File: src/rtl/multi_prescale_counter.sv
// Multi-channel event counter: one selectable channel counts at a time, channel k
// advancing once every 2^(STEP_LOG2*k) enabled cycles, with wrap/saturate overflow.
module multi_prescale_counter #(
  parameter int WIDTH     = 64,
  parameter int CHANNELS  = 4,
  parameter int STEP_LOG2 = 2
) (
  input  logic                        clk,
  input  logic                        rst_n,
  input  logic                        en,
  input  logic [$clog2(CHANNELS)-1:0] slt,
  input  logic                        mode,
  input  logic                        clr,
  output logic [WIDTH*CHANNELS-1:0]   count,
  output logic [CHANNELS-1:0]         ovf,
  output logic                        tick
);

  localparam int SW = $clog2(CHANNELS);
  localparam int PW = (STEP_LOG2 * (CHANNELS - 1) > 0) ? STEP_LOG2 * (CHANNELS - 1) : 1;

  // Terminal prescaler value for channel k: low STEP_LOG2*k bits set.
  function automatic logic [PW-1:0] term_of(input int k);
    logic [PW-1:0] t;
    t = '0;
    for (int i = 0; i < PW; i++) begin
      if (i < STEP_LOG2 * k) t[i] = 1'b1;
    end
    return t;
  endfunction

  logic [WIDTH-1:0]    cnt_q [CHANNELS];
  logic [PW-1:0]       psc_q [CHANNELS];
  logic [CHANNELS-1:0] sel;
  logic [CHANNELS-1:0] at_term;

  // An out-of-range slt matches no channel, so nothing updates and clr is ignored.
  always_comb begin
    sel     = '0;
    at_term = '0;
    for (int k = 0; k < CHANNELS; k++) begin
      sel[k]     = (slt == SW'(k));
      at_term[k] = (psc_q[k] == term_of(k));
    end
  end

  assign tick = rst_n & en & ~clr & (|(sel & at_term));

  always_ff @(posedge clk or negedge rst_n) begin
    if (!rst_n) begin
      for (int k = 0; k < CHANNELS; k++) begin
        cnt_q[k] <= '0;
        psc_q[k] <= '0;
      end
      ovf <= '0;
    end else begin
      for (int k = 0; k < CHANNELS; k++) begin
        if (sel[k]) begin
          if (clr) begin
            cnt_q[k] <= '0;
            psc_q[k] <= '0;
            ovf[k]   <= 1'b0;
          end else if (en) begin
            if (at_term[k]) begin
              psc_q[k] <= '0;
              if (&cnt_q[k]) begin
                // mode 1 saturates by leaving the all-ones value in place
                ovf[k] <= 1'b1;
                if (!mode) cnt_q[k] <= '0;
              end else begin
                cnt_q[k] <= cnt_q[k] + WIDTH'(1);
              end
            end else begin
              psc_q[k] <= psc_q[k] + PW'(1);
            end
          end
        end
      end
    end
  end

  for (genvar k = 0; k < CHANNELS; k++) begin : g_pack
    assign count[k*WIDTH +: WIDTH] = cnt_q[k];
  end

endmodule

File: config.mk
export PLATFORM = sky130hd
export DESIGN_NAME = multi_prescale_counter
export DESIGN_NICKNAME = d
export VERILOG_FILES = /design/src/rtl/multi_prescale_counter.sv
export SDC_FILE = /design/constraint.sdc
export NUM_CORES = 1
export LEC_CHECK = 0
export ABC_AREA = 1
export BUFFER_PORTS_ARGS = -buffer_cell sky130_fd_sc_hd__buf_2
export CORE_ASPECT_RATIO = 0.5
export CORE_MARGIN = 2
export CORE_UTILIZATION = 50
export CTS_BUF_LIST = sky130_fd_sc_hd__clkbuf_4
export CTS_CLUSTER_DIAMETER = 30
export CTS_CLUSTER_SIZE = 16
export DETAILED_ROUTE_END_ITERATION = 8
export GPL_TIMING_DRIVEN = 0
export PLACE_DENSITY = 0.71
export SYNTH_ARGS = -nofsm -noshare
export SYNTH_HDL_FRONTEND = slang
export SYNTH_SLANG_ARGS = --single-unit
export TNS_END_PERCENT = 20
File: constraint.sdc
create_clock -name clk -period 2.3 [get_ports clk]
set_input_delay 0.115 -clock clk [delete_from_list [all_inputs] [get_ports clk]]
set_output_delay 0.115 -clock clk [all_outputs]
set_load 0.01 [all_outputs]
==> out/results.ini, run 1 <==
[cells_and_area]
fillers=3634
final_cell_mix=nand2_1, nor2_1, buf_2, dfrtp_1, nand3_1
multi_input_area_um2=10800
ff_latch_area_um2=7150
final_layout_size_suffix_gt1_share_pct=17.5
final_common_cell=nand2_1
fin_cells=3699
fin_nets=3180
syn2layout_area_growth_pct=18.1

[synth]
syn_avg_cell_area_um2=6.72
synth_cells=2808
netlist_area_um2=18900
ys_seq_area_share_pct=37.6
synth-edff-count=0
ys.flop_type=dfrtp_1
async_flop_share_pct=100
synth.top_cells.by_area=dfrtp_1, nand2_1, nor2_1
yosysUniqueCellTypes=41
yosysWarnings=0
yosysTopAreaCell=dfrtp_1
synth_top_area_share_pct=37.6
syn-num-nets=2824
ys_seq_elements=284

[grt]
grt_pass1_vias=17900
grt_max_degree=105
grt-ovfl-total=0
antenna_found_initial=2
grtUsageTotal_pct=31.6
grt_pass1_wl_um=98500

[timing]
slew-limit-headroom_pct=36.3
worst_hold_slack_ns=-0.114
worst_pin_slew_ns=0.951
rsz0062_at_grt=yes
fin_crit_sh_pct=103
fin_ws_ns=-0.0637
skew_ns=0.0517
final_hold_viol_count=81
max_freq_mhz=423
setup_viol=1
finalSetupTns_ns=-0.0637
report.final.slew_viol_count=0
period_needed_ns=2.36

[setup_path]
startpoint_type=register
crit_slowest_cell=dfrtp_1
cp_data_arrival_time_ns=2.25
endpoint=tick
path_buf_inv=2
critical_path.top_delay_family=simple AND/OR/NAND/NOR gates
required_ns=2.18
crit_start=psc_q[13]
path_cells=ha_2 -> inv_2 -> nor3_2 -> nand3_1 -> nand3b_1 -> a41oi_2 -> buf_2
crit_fanout=3
cp.depth=7
regToRegEndpoint=count[147]
rr_startpoint=count[183]
crit_path_end_kind=output pin
rrSetupSlack_ns=0.09
path_class=register to output pin
max_stage_delay_ns=0.39
worstRegToRegCells=11

[power_and_ir_drop]
p_leak_nw=9.90
internal_power_mw=7.62
netSwitchingPower_mw=3.48
p_seq_share_pct=49.9
switching_share_pct=31.3
ir_worst_vdd_mv=0.355
combPwrFrac_pct=11.0
pwr-share-clk_pct=39.1
power_density_nw_per_um2=498

[drt]
final_antenna_net_count=0
drtIter0Drc=1863
viasPerCell=5.37
wl_um=64300
drc=0
drtPass1Iterations=6
dr_total_vias=19900
wl_per_cell_um=17.4

[flow_run]
maxCapViolCount=0

[clock_network]
htreeDepth=2
cts_buffers=47
ctsRootBufferMaster=clkbuf_4
insertion_delay_ns=0.78
cts.reportedPaths.clkPinSlew_ns=0.14
cts_tree=done
cts_buffer_depth=3
clock_sinks=284

[outcome]
outcome=finished with violations
violations=negative hold slack, negative setup slack

[floorplanning]
num_rows=50
dieArea_um2=39400
die_w_um=279
start_util_pct=50.6
coreArea_um2=37300
pin_count=268
fp.dieH_um=141

[hold_path]
hold_path.class=input port to asynchronous set/reset pin

[placement]
hpwl_um=48000
place_inst=3571
portBuffers=267
gp_congestion=1.03

[state kept, by name (all words and copies together) (netlist names)]
name	flops
ovf	4
count	256
psc_q	24
[per-stage QoR]
step	worst slack, ns	hold WS (ns)	instance area (um2)	total power, mW	utilization, %
after detailed placement	-0.190	0.164	20900	6.72	56.1
after floorplan	0.347	-0.181	18900	6.16	-
after global routing	-0.202	-0.0831	22300	11.6	59.8
after global placement	-4.50	0.465	20800	6.68	55.9
final	-0.0637	-0.114	22300	11.1	59.8
after CTS	-0.0424	-0.708	21800	11.1	58.6
[power groups by stage]
stage / combinational (mW) / clock, mW / sequential, mW
global placement: 1.06 / 0 / 5.62
finish: 1.22 / 4.34 / 5.54
global route: 1.37 / 4.65 / 5.57
floorplan: 0.534 / 0 / 5.63
CTS: 1.15 / 4.43 / 5.52
detailed placement: 1.10 / 0 / 5.62
[worst register-to-register path: stages, from the launching register on]
cell	delay (ns)
dfrtp_1	0.52
nand2_1	0.12
inv_1	0.10
nand2_1	0.06
nor2_1	0.27
nand3_1	0.20
nor2_1	0.15
nor2_1	0.11
nand2_1	0.11
buf_4	0.18
buf_4	0.19
o21ai_0	0.10
[layout make-up]
class | count | share of cell area [%]
multi-input combinational | 2267 | 48.3
sequential | 284 | 32.1
timing repair buffer | 307 | 7.99
inverter | 204 | 3.43
tap | 494 | 2.77
buffer | 53 | 1.86
clock inverter | 36 | 1.80
clock buffer | 52 | 1.75
antenna | 2 | 0.0224
[routing by layer]
| layer | part of all wire, % | vias up | global-route usage, % |
|---|---|---|---|
| met1 | 45 | 9323 | 45.0 |
| met2 | 44 | 736 | 48.3 |
| li1 | - | 9667 | - |
| met4 | 3.1 | 0 | 9.39 |
| met5 | 0 | - | 0 |
| met3 | 8.4 | 128 | 6.88 |
[synth_stat cells (18+ instances only)]
master,instances
inv_1,200
nor2_2,21
o21bai_1,26
buf_6,18
nand3_1,210
nor3_1,38
o21ai_1,22
xor2_1,108
dfrtp_1,284
nand4_1,44
xnor2_1,69
nand2_1,1011
nor2_1,465
o21ai_0,164
buf_2,24
[repair_timing]
action,4_1_cts,5_1_grt
resized for setup,12,84
setup buffers,3,23
endpoints found under the setup margin,59,242
endpoints found under the hold margin,218,129
hold buffers,8,4
pin swaps,1,12
[how the worst min path moves through the flow]
stage | start | end | slack, ns | depth (start not counted)
final | rst_n | count[34] | -0.11 | 2
after global routing | rst_n | count[34] | -0.08 | 2
after CTS | rst_n | count[34] | -0.71 | 1
after detailed placement | rst_n | count[35] | 0.16 | 1
after global placement | ovf[0] | ovf[0] | 0.47 | 2
after floorplan | rst_n | count[0] | -0.18 | 0
[cells by family (layout without fill, tap and decap cells)]
group,Yosys count,after routing,synth area share [%]
simple gates,1844,1844,40.5
flops,284,284,37.6
mux,1,1,0.0530
xor+xnor,177,177,8.21
fa+ha+maj,9,9,0.596
other cells,0,2,0
buf+inv,257,652,6.08
compound gates,236,236,6.94
Note: power is estimated with default switching activity, not from simulation.
==> inputs of run 2 (changes only) <==
==> constraint.sdc (replaced) <==
create_clock -name clk -period 2.3 [get_ports clk]
set_input_delay 0.69 -clock clk [delete_from_list [all_inputs] [get_ports clk]]
set_output_delay 0.69 -clock clk [all_outputs]
set_load 0.01 [all_outputs]
==> out/results.ini, run 2 (synthesis results as in run 1) <==
[drt]
drtPass1Iterations=6
drc=0
viasPerCell=5.36
drtIter0Drc=1885
wl_um=64800
dr_total_vias=19800
wl_per_cell_um=17.5
final_antenna_net_count=0

[setup_path]
required_ns=1.61
worstRegToRegCells=10
startpoint_type=register
crit_slowest_cell=dfrtp_1
rrSetupSlack_ns=0.05
regToRegEndpoint=count[118]
crit_path_end_kind=output pin
cp_data_arrival_time_ns=2.27
path_buf_inv=1
rr_startpoint=count[104]
max_stage_delay_ns=0.42
critical_path.top_delay_family=simple AND/OR/NAND/NOR gates
cp.depth=6
crit_start=psc_q[6]
endpoint=tick
crit_fanout=3
path_class=register to output pin
path_cells=ha_2 -> nand3_4 -> nor3_4 -> nand2_1 -> a41oi_2 -> buf_2

[timing]
max_freq_mhz=338
final_hold_viol_count=81
period_needed_ns=2.96
slew-limit-headroom_pct=29.6
setup_viol=1
fin_crit_sh_pct=129
worst_hold_slack_ns=-0.191
report.final.slew_viol_count=0
rsz0062_at_grt=yes
fin_ws_ns=-0.656
worst_pin_slew_ns=1.05
skew_ns=0.0638

[clock_network]
clock_sinks=284
ctsRootBufferMaster=clkbuf_4
cts_buffers=47
htreeDepth=2
cts_tree=done
cts_buffer_depth=3
cts.reportedPaths.clkPinSlew_ns=0.13
insertion_delay_ns=0.79

[outcome]
violations=negative hold slack, negative setup slack
outcome=finished with violations

[placement]
pre_cts_ws_ns=-0.743
place_area_um2=20900
portBuffers=267
place_inst=3571
hpwl_um=48000
gp_congestion=1.03

[cells_and_area]
final_layout_size_suffix_gt1_share_pct=18.2
final_common_cell=nand2_1
syn2layout_area_growth_pct=19.0
postLayoutCoreUtil_pct=60.2
fin_cells=3701
fillers=3613
fin_nets=3182
design_area_um2=22500
largest_reg_flops=256
final_cell_mix=nand2_1, nor2_1, buf_2, dfrtp_1, nand3_1

[power_and_ir_drop]
power_density_nw_per_um2=496
pwr-share-clk_pct=38.9
internal_power_mw=7.65
combPwrFrac_pct=11.4
netSwitchingPower_mw=3.50
ir_worst_vdd_mv=0.355
p_seq_share_pct=49.7
switching_share_pct=31.4
p_leak_nw=9.93

[grt]
antenna_found_initial=2
grt_pass1_vias=17900
grt_pass1_wl_um=98500
grt-ovfl-total=0
grtUsageTotal_pct=31.6
grt_max_degree=105

[floorplanning]
dieArea_um2=39400
num_rows=50
pin_count=268
fp.dieH_um=141
start_util_pct=50.6
die_w_um=279
coreArea_um2=37300

[hold_path]
hold_path.class=input port to asynchronous set/reset pin

[flow_run]
maxCapViolCount=0

## run 2: changes by cell type in the layout (fill, tap and decap cells not counted), moves of 4 or more
cell           delta
dlygate4sd3_1     -9
o21ai_0           -5
clkbuf_16         +4
buf_4             +7
o21ai_2           +4
## run 2: per-stage QoR
step / power [mW] / setup TNS, ns
after floorplan: 6.16 / 0
after detailed placement: 6.72 / -89.32
after global placement: 6.68 / -1515.41
final: 11.1 / -0.656
after CTS: 11.1 / -2.09
after global routing: 11.6 / -2.07
## run 2: worst min path at each step
stage	end	cells after the start	slack, ns
after floorplan	count[0]	0	0.39
after global placement	ovf[0]	2	0.47
after detailed placement	ovf[2]	2	0.47
after CTS	count[34]	1	-0.21
after global routing	count[34]	1	-0.20
final	count[34]	1	-0.19
## run 2: power groups by stage
stage | Combinational, mW | Clock, mW | Sequential [mW]
finish | 1.27 | 4.34 | 5.54
global route | 1.41 | 4.66 | 5.57
floorplan | 0.534 | 0 | 5.63
detailed placement | 1.10 | 0 | 5.62
global placement | 1.06 | 0 | 5.62
CTS | 1.17 | 4.43 | 5.52
## run 2: metal layers
metal / part of all wire, % / global-route usage [%]
met2: 44 / 48.2
met1: 44 / 45.0
met3: 8.4 / 6.90
met4: 3.0 / 9.59
met5: 0 / 0
## run 2: repair_timing
item / 4_1_cts / 5_1_grt
endpoints found under the hold margin: 81 / 81
gates resized for setup: 23 / 112
gates cloned: 0 / 7
pin swaps: 4 / 17
buffers inserted: 12 / 23
setup endpoints to repair: 59 / 250
## run 2: final cells by class
cell class              count  area (um2)  area share (%)
repair buffers            308        1790            7.98
clock inverters            36         400            1.78
multi-input cells        2268       10900            48.4
clock buffers              52         390            1.74
flip-flops and latches    284        7150            31.9
inverters                 204         778            3.47
diodes                      2        5.00          0.0223
plain buffers              53         449            2.00
well taps                 494         618            2.75
